[src/rtl/pipelined_addsub.sv]
// Pipelined WIDTH-bit adder/subtractor: one SLICE-bit ripple slice per stage,
// carry registered between stages, valid/ready handshake and flush.
module pipelined_addsub #(
    parameter int WIDTH = 32,
    parameter int SLICE = 8
) (
    input  logic             clk,
    input  logic             rst_n,
    input  logic             flush,
    input  logic             in_valid,
    output logic             in_ready,
    input  logic [WIDTH-1:0] a,
    input  logic [WIDTH-1:0] b,
    input  logic             cin,
    input  logic             sub,
    output logic             out_valid,
    input  logic             out_ready,
    output logic [WIDTH-1:0] sum,
    output logic             cout,
    output logic             overflow,
    output logic             zero
);

    localparam int STAGES = WIDTH / SLICE;

    logic                en;
    logic [STAGES-1:0]   v_q;
    logic [WIDTH-1:0]    r_q [STAGES];
    logic                c_q [STAGES];

    logic [WIDTH-1:0]    xs [STAGES];
    logic [WIDTH-1:0]    ys [STAGES];
    logic [WIDTH-1:0]    rs [STAGES];
    logic                cs [STAGES];

    logic [WIDTH-1:0]    r_d [STAGES];
    logic                c_d [STAGES];
    logic                ovf_d;
    logic                zero_d;

    assign en        = !out_valid || out_ready;
    assign in_ready  = en;
    assign out_valid = v_q[STAGES-1];
    assign sum       = r_q[STAGES-1];
    assign cout      = c_q[STAGES-1];

    // Stage 0 works straight from the ports; b is inverted once here.
    assign xs[0] = a;
    assign ys[0] = sub ? ~b : b;
    assign rs[0] = '0;
    assign cs[0] = sub | cin;

    generate
        if (STAGES > 1) begin : g_ops
            logic [WIDTH-1:0] x_q [STAGES-1];
            logic [WIDTH-1:0] y_q [STAGES-1];

            always_ff @(posedge clk or negedge rst_n) begin
                if (!rst_n) begin
                    for (int k = 0; k < STAGES - 1; k++) begin
                        x_q[k] <= '0;
                        y_q[k] <= '0;
                    end
                end else if (en) begin
                    x_q[0] <= xs[0];
                    y_q[0] <= ys[0];
                    for (int k = 1; k < STAGES - 1; k++) begin
                        x_q[k] <= x_q[k-1];
                        y_q[k] <= y_q[k-1];
                    end
                end
            end

            for (genvar k = 1; k < STAGES; k++) begin : g_link
                assign xs[k] = x_q[k-1];
                assign ys[k] = y_q[k-1];
                assign rs[k] = r_q[k-1];
                assign cs[k] = c_q[k-1];
            end
        end
    endgenerate

    // Ripple each stage's slice; m tracks the carry into the current bit,
    // which after the last slice is the carry into the MSB.
    always_comb begin
        logic [WIDTH-1:0] x;
        logic [WIDTH-1:0] y;
        logic [WIDTH-1:0] r;
        logic             c;
        logic             m;
        x = '0;
        y = '0;
        r = '0;
        c = 1'b0;
        m = 1'b0;
        for (int k = 0; k < STAGES; k++) begin
            x = xs[k];
            y = ys[k];
            r = rs[k];
            c = cs[k];
            for (int i = 0; i < SLICE; i++) begin
                m = c;
                r[k*SLICE+i] = x[k*SLICE+i] ^ y[k*SLICE+i] ^ c;
                c = (x[k*SLICE+i] & y[k*SLICE+i])
                  | (x[k*SLICE+i] & c)
                  | (y[k*SLICE+i] & c);
            end
            r_d[k] = r;
            c_d[k] = c;
        end
        ovf_d  = m ^ c;
        zero_d = (r == '0);
    end

    always_ff @(posedge clk or negedge rst_n) begin
        if (!rst_n) begin
            v_q      <= '0;
            overflow <= 1'b0;
            zero     <= 1'b0;
            for (int k = 0; k < STAGES; k++) begin
                r_q[k] <= '0;
                c_q[k] <= 1'b0;
            end
        end else begin
            if (flush) begin
                v_q <= '0;
            end else if (en) begin
                v_q[0] <= in_valid;
                for (int k = 1; k < STAGES; k++) begin
                    v_q[k] <= v_q[k-1];
                end
            end
            if (en) begin
                for (int k = 0; k < STAGES; k++) begin
                    r_q[k] <= r_d[k];
                    c_q[k] <= c_d[k];
                end
                overflow <= ovf_d;
                zero     <= zero_d;
            end
        end
    end

endmodule

[config.mk]
export PLATFORM = sky130hd
export DESIGN_NAME = pipelined_addsub
export DESIGN_NICKNAME = d
export VERILOG_FILES = /design/src/rtl/pipelined_addsub.sv
export SDC_FILE = /design/constraint.sdc
export NUM_CORES = 1
export LEC_CHECK = 0
export ABC_AREA = 1
export ABC_CLOCK_PERIOD_IN_PS = 4500
export CAP_MARGIN = 20
export CORE_AREA = 4 4 162 125
export CTS_BUF_LIST = sky130_fd_sc_hd__clkbuf_16
export DETAILED_ROUTE_END_ITERATION = 12
export DIE_AREA = 0 0 166 129
export HOLD_SLACK_MARGIN = 0.03
export PLACE_DENSITY = 0.71
export SYNTH_ARGS = -nofsm -noshare
export SYNTH_HDL_FRONTEND = slang
export SYNTH_SLANG_ARGS = --single-unit
[constraint.sdc]
create_clock -name clk -period 4.5 [get_ports clk]
set_input_delay 0.45 -clock clk [delete_from_list [all_inputs] [get_ports clk]]
set_output_delay 0.45 -clock clk [all_outputs]
set_load 0.01 [all_outputs]
# ---- Word level (Yosys, flattened, before mapping)
# Index checks and enable logic that the tools add are counted.
dict set report totals {
  ff_bits 282
  output_inout_bits 37
  in_bits 71
}
dict set report op_classes {
  n_reduce_logical 4
  bitwise 227
  muxes 3
}
# operator count
set op_table {}
lappend op_table {{1-bit bitwise AND} 96}
lappend op_table {{1-bit bitwise OR} 65}
lappend op_table {{1-bit XOR} 65}
lappend op_table {{32-bit zero test} 1}
lappend op_table {{32-bit 2-to-1 mux} 1}
lappend op_table {{32-bit inverter} 1}
lappend op_table {{4-bit 2-to-1 mux} 2}
lappend op_table {{2-bit nonzero test} 1}
lappend op_table {{1-bit zero test} 1}
lappend op_table {{1-bit logical OR} 1}

# ---- Logic depth before layout (Yosys ltp)
# Gate-level depths: netlist of the first run.
dict set report logic_depth {
  ltp_word 26
  ltp_mapped 17
}

# ---- Worst setup path before layout of the first run
# OpenSTA, ideal clock, no wires.
dict set report synth_timing {
  path_type {input port to flip-flop}
  startpoint {input sub}
  endpoint {register r_q (netlist bit r_d[71])}
  cell_stages 14
  path_slack_ps 95
  arrival_ps 4274
  n_path_buf 2
  required_ps 4369
  path_cell_list {buf_4 buf_4 xnor2_1 fa_1 fa_1 fa_1 fa_1 fa_1 fa_1 fa_1 inv_1 fa_1 nand2_1 o21ai_0}
}
# element line_no
set synth_rtl {}
lappend synth_rtl {{from (decl)} 15} ;# input logic sub,
lappend synth_rtl {{to (signal, indexed assignment)} 135} ;# r_q[k] <= r_d[k];
lappend synth_rtl {{to (decl)} 28} ;# logic [WIDTH-1:0] r_q [STAGES];

==> results of run 1 <==
[worst paths after layout]
check                      depth (start not counted)  endpoint     from  slack, ns
max                                               13   r_d[71]     b[0]       0.24
min                                                1    sum[0]    rst_n       0.09
max reg2reg                                       17      zero   c_q[1]       0.43
min reg2reg                                        2   sum[23]  sum[23]       0.47
max in group asynchronous                          2   sum[28]    rst_n       3.48
min in group clk                                   2   sum[23]  sum[23]       0.47
[cells by family (layout without fill, tap and decap cells)]
group           Yosys count  after routing  share of synthesized area
buf+inv                 114            215                    0.07924
simple gates            338            338                     0.1586
xor+xnor                 33             33                    0.03493
flops                   186            186                     0.5625
compound gates          124            124                    0.08725
fa+ha+maj                32             32                    0.07742
[routing by layer]
layer / wire [microns] / track usage / vias up
met4: 140 / 0.03395 / 0
met5: 0 / 0 / -
met1: 7445 / 0.2190 / 2575
met3: 563 / 0.04115 / 10
li1: - / - / 2728
met2: 7463 / 0.2390 / 92
[final cells by class]
class	count	area, sq um
repair buffers	113	1140
flip-flops and latches	186	4654
well taps	247	309.0
clock buffers	17	425.4
fillers	1654	8474
multi-input cells	527	2964
inverters	70	267.8
clock inverters	15	219.0
[power by group]
group	total [mW]	switching [mW]	internal, mW
registers	2.20	0.187	2.01
logic	0.949	0.461	0.488
clock network	1.62	0.675	0.945
[through the flow]
step / power [mW] / cell area, sq um
2_1_floorplan: 2.710 / 8274
3_3_place_gp: 3.156 / 9335
3_5_place_dp: 3.190 / 9335
4_1_cts: 4.819 / 9980
5_1_grt: 5.060 / 9980
6_report: 4.767 / 9980
[cell usage in the layout (no fill, tap or decap), types with 4 or more instances in the layout]
cell type,netlist,final
o21ai_1,55,55
inv_6,0,4
clkdlybuf4s50_1,0,105
nand2_1,304,304
nand2_2,10,10
fa_1,32,32
inv_1,68,68
o21ai_2,27,27
nand3_1,5,5
nor2_1,16,16
bufinv_16,0,4
dfrtp_1,186,186
buf_4,5,4
o21ai_0,40,40
clkinv_4,0,6
clkbuf_16,0,17
xnor2_1,31,31
[flip-flops by register name, indices dropped and copies added, names as in the netlist]
| signal | flops |
|---|---|
| overflow | 1 |
| v_q | 4 |
| zero | 1 |
| sum | 32 |
| c_q | 3 |
| r_d | 48 |
| g_ops.x_q | 48 |
| g_ops.y_q | 48 |
| cout | 1 |
[worst max-delay path: cells and delay by family]
kind,cells,cell delay [ns]
buf+inv,2,0.50
fa+ha+maj,8,3.27
compound gates,1,0.08
simple gates,1,0.07
xor+xnor,1,0.15
==> results.ini, run 1 <==
[synthesis]
yosysTopAreaCell = dfrtp_1
synthArstFlopShare = 1.000
synth-warning-count = 0
syn_inst = 827
synth.top_cell.area_share = 0.5625
seq_area_frac_synth = 0.5625
ys.flop_type = dfrtp_1
ys_seq_elements = 186
netlist_area_sq_um = 8274
avgSynthCellArea_sq_um = 10.01
synth_edf_count = 0
synth.most_common_cell = nand2_1
syn_nets = 930
ys_types = 25
yosys-top-cells-area = dfrtp_1 (56%), nand2_1 (14%), fa_1 (7.7%), o21ai_1 (3.3%), xnor2_1 (3.3%)
synthTopCellsByCount = nand2_1 (304), dfrtp_1 (186), inv_1 (68), o21ai_1 (55), o21ai_0 (40)

[placement]
place_inst = 1143
gp_congestion = 0.7891
pre_cts_ws_ns = -0.2218
port_buffers = 107
place_hpwl_microns = 10150

[grt]
grt_pass1_vias = 5266
grt_use_total = 0.1534
gr-total-overflow = 0
antenna_found_initial = 0
grt_start_max_net_pins = 121
grt_pass1_wl_microns = 26480

[timing]
max_freq_mhz = 234.9
fin_setup_tns_ns = 0
skew_ns = 0.008530
rsz0062_at_grt = no
fin_ws_ns = 0.2428
slew_headroom = 0.4110
setup_viol = 0
maxSlewViolCount = 0
min_period_ns = 4.257
tightest_slew_ns = 0.8835
period_share = 0.9460
final_hold_viol_count = 0
fin_hold_ws_ns = 0.08882

[drt]
vias_per_cell = 4.600
drtPass1Iterations = 5
drt-total-wl_microns = 15610
ant_nets = 0
drc = 0
wl_per_cell_microns = 13.29
vias = 5405
drtIter0Drc = 358

[layout]
final_nets = 1018
drive_above_1_share = 0.08513
final_util = 0.5408
area_growth_pct = 20.61
stdcell_count = 1175
num_antenna_cells = 0

[clocking]
cts_buffers = 17
tritoncts = yes
worst_skew_pair.late_latency_ns = 0.42
cts.sinks = 186
cts_setup_buffers = 0
cts_resized = 0
clock_path_buffers = 2
cts-root-buf = clkbuf_16
cts.clk_slew.worst_paths_ns = 0.07
htree_levels = 4
cts_hold_buf = 0

[die]
start_util = 0.4484
rows = 43
coreArea_sq_um = 18450
boundaryPins = 108
fp.dieH_microns = 129
dieArea_sq_um = 21410
dieWidth_microns = 166

[critical_path]
cp_common_cell = fa_1
critPathArrivalTime_ns = 4.54
cp_max_fo = 1
slowest_stage = fa_1
end_kind = flip-flop
cp_slowest_stage_delay_ns = 0.45
crit_type = in -> reg
worst_setup_path_start_kind = input port
crit_chain = clkdlybuf4s50_1 > xnor2_1 > fa_1 > fa_1 > fa_1 > fa_1 > fa_1 > fa_1 > fa_1 > inv_1 > fa_1 > nand2_1 > o21ai_0
cp.required_ns = 4.78

[power]
p_leak_nw = 4.617
powerDensity_nw_per_um2 = 477.7
ir_worst_vdd_v = 0.0002391

[worst_hold_path]
worstHoldPathType = in -> async

[run_status]
status = completed

[flow_run]
drv_cap = 0

No activity file was read; power rests on OpenSTA's default activity.
==> run 2, diff against run 1 <==
SETUP_SLACK_MARGIN = 0.05   (was default)
SKIP_LAST_GASP = 1   (was default)
==> results of run 2 <==
The final DEF is identical to that of run 1; final timing and power are the same.
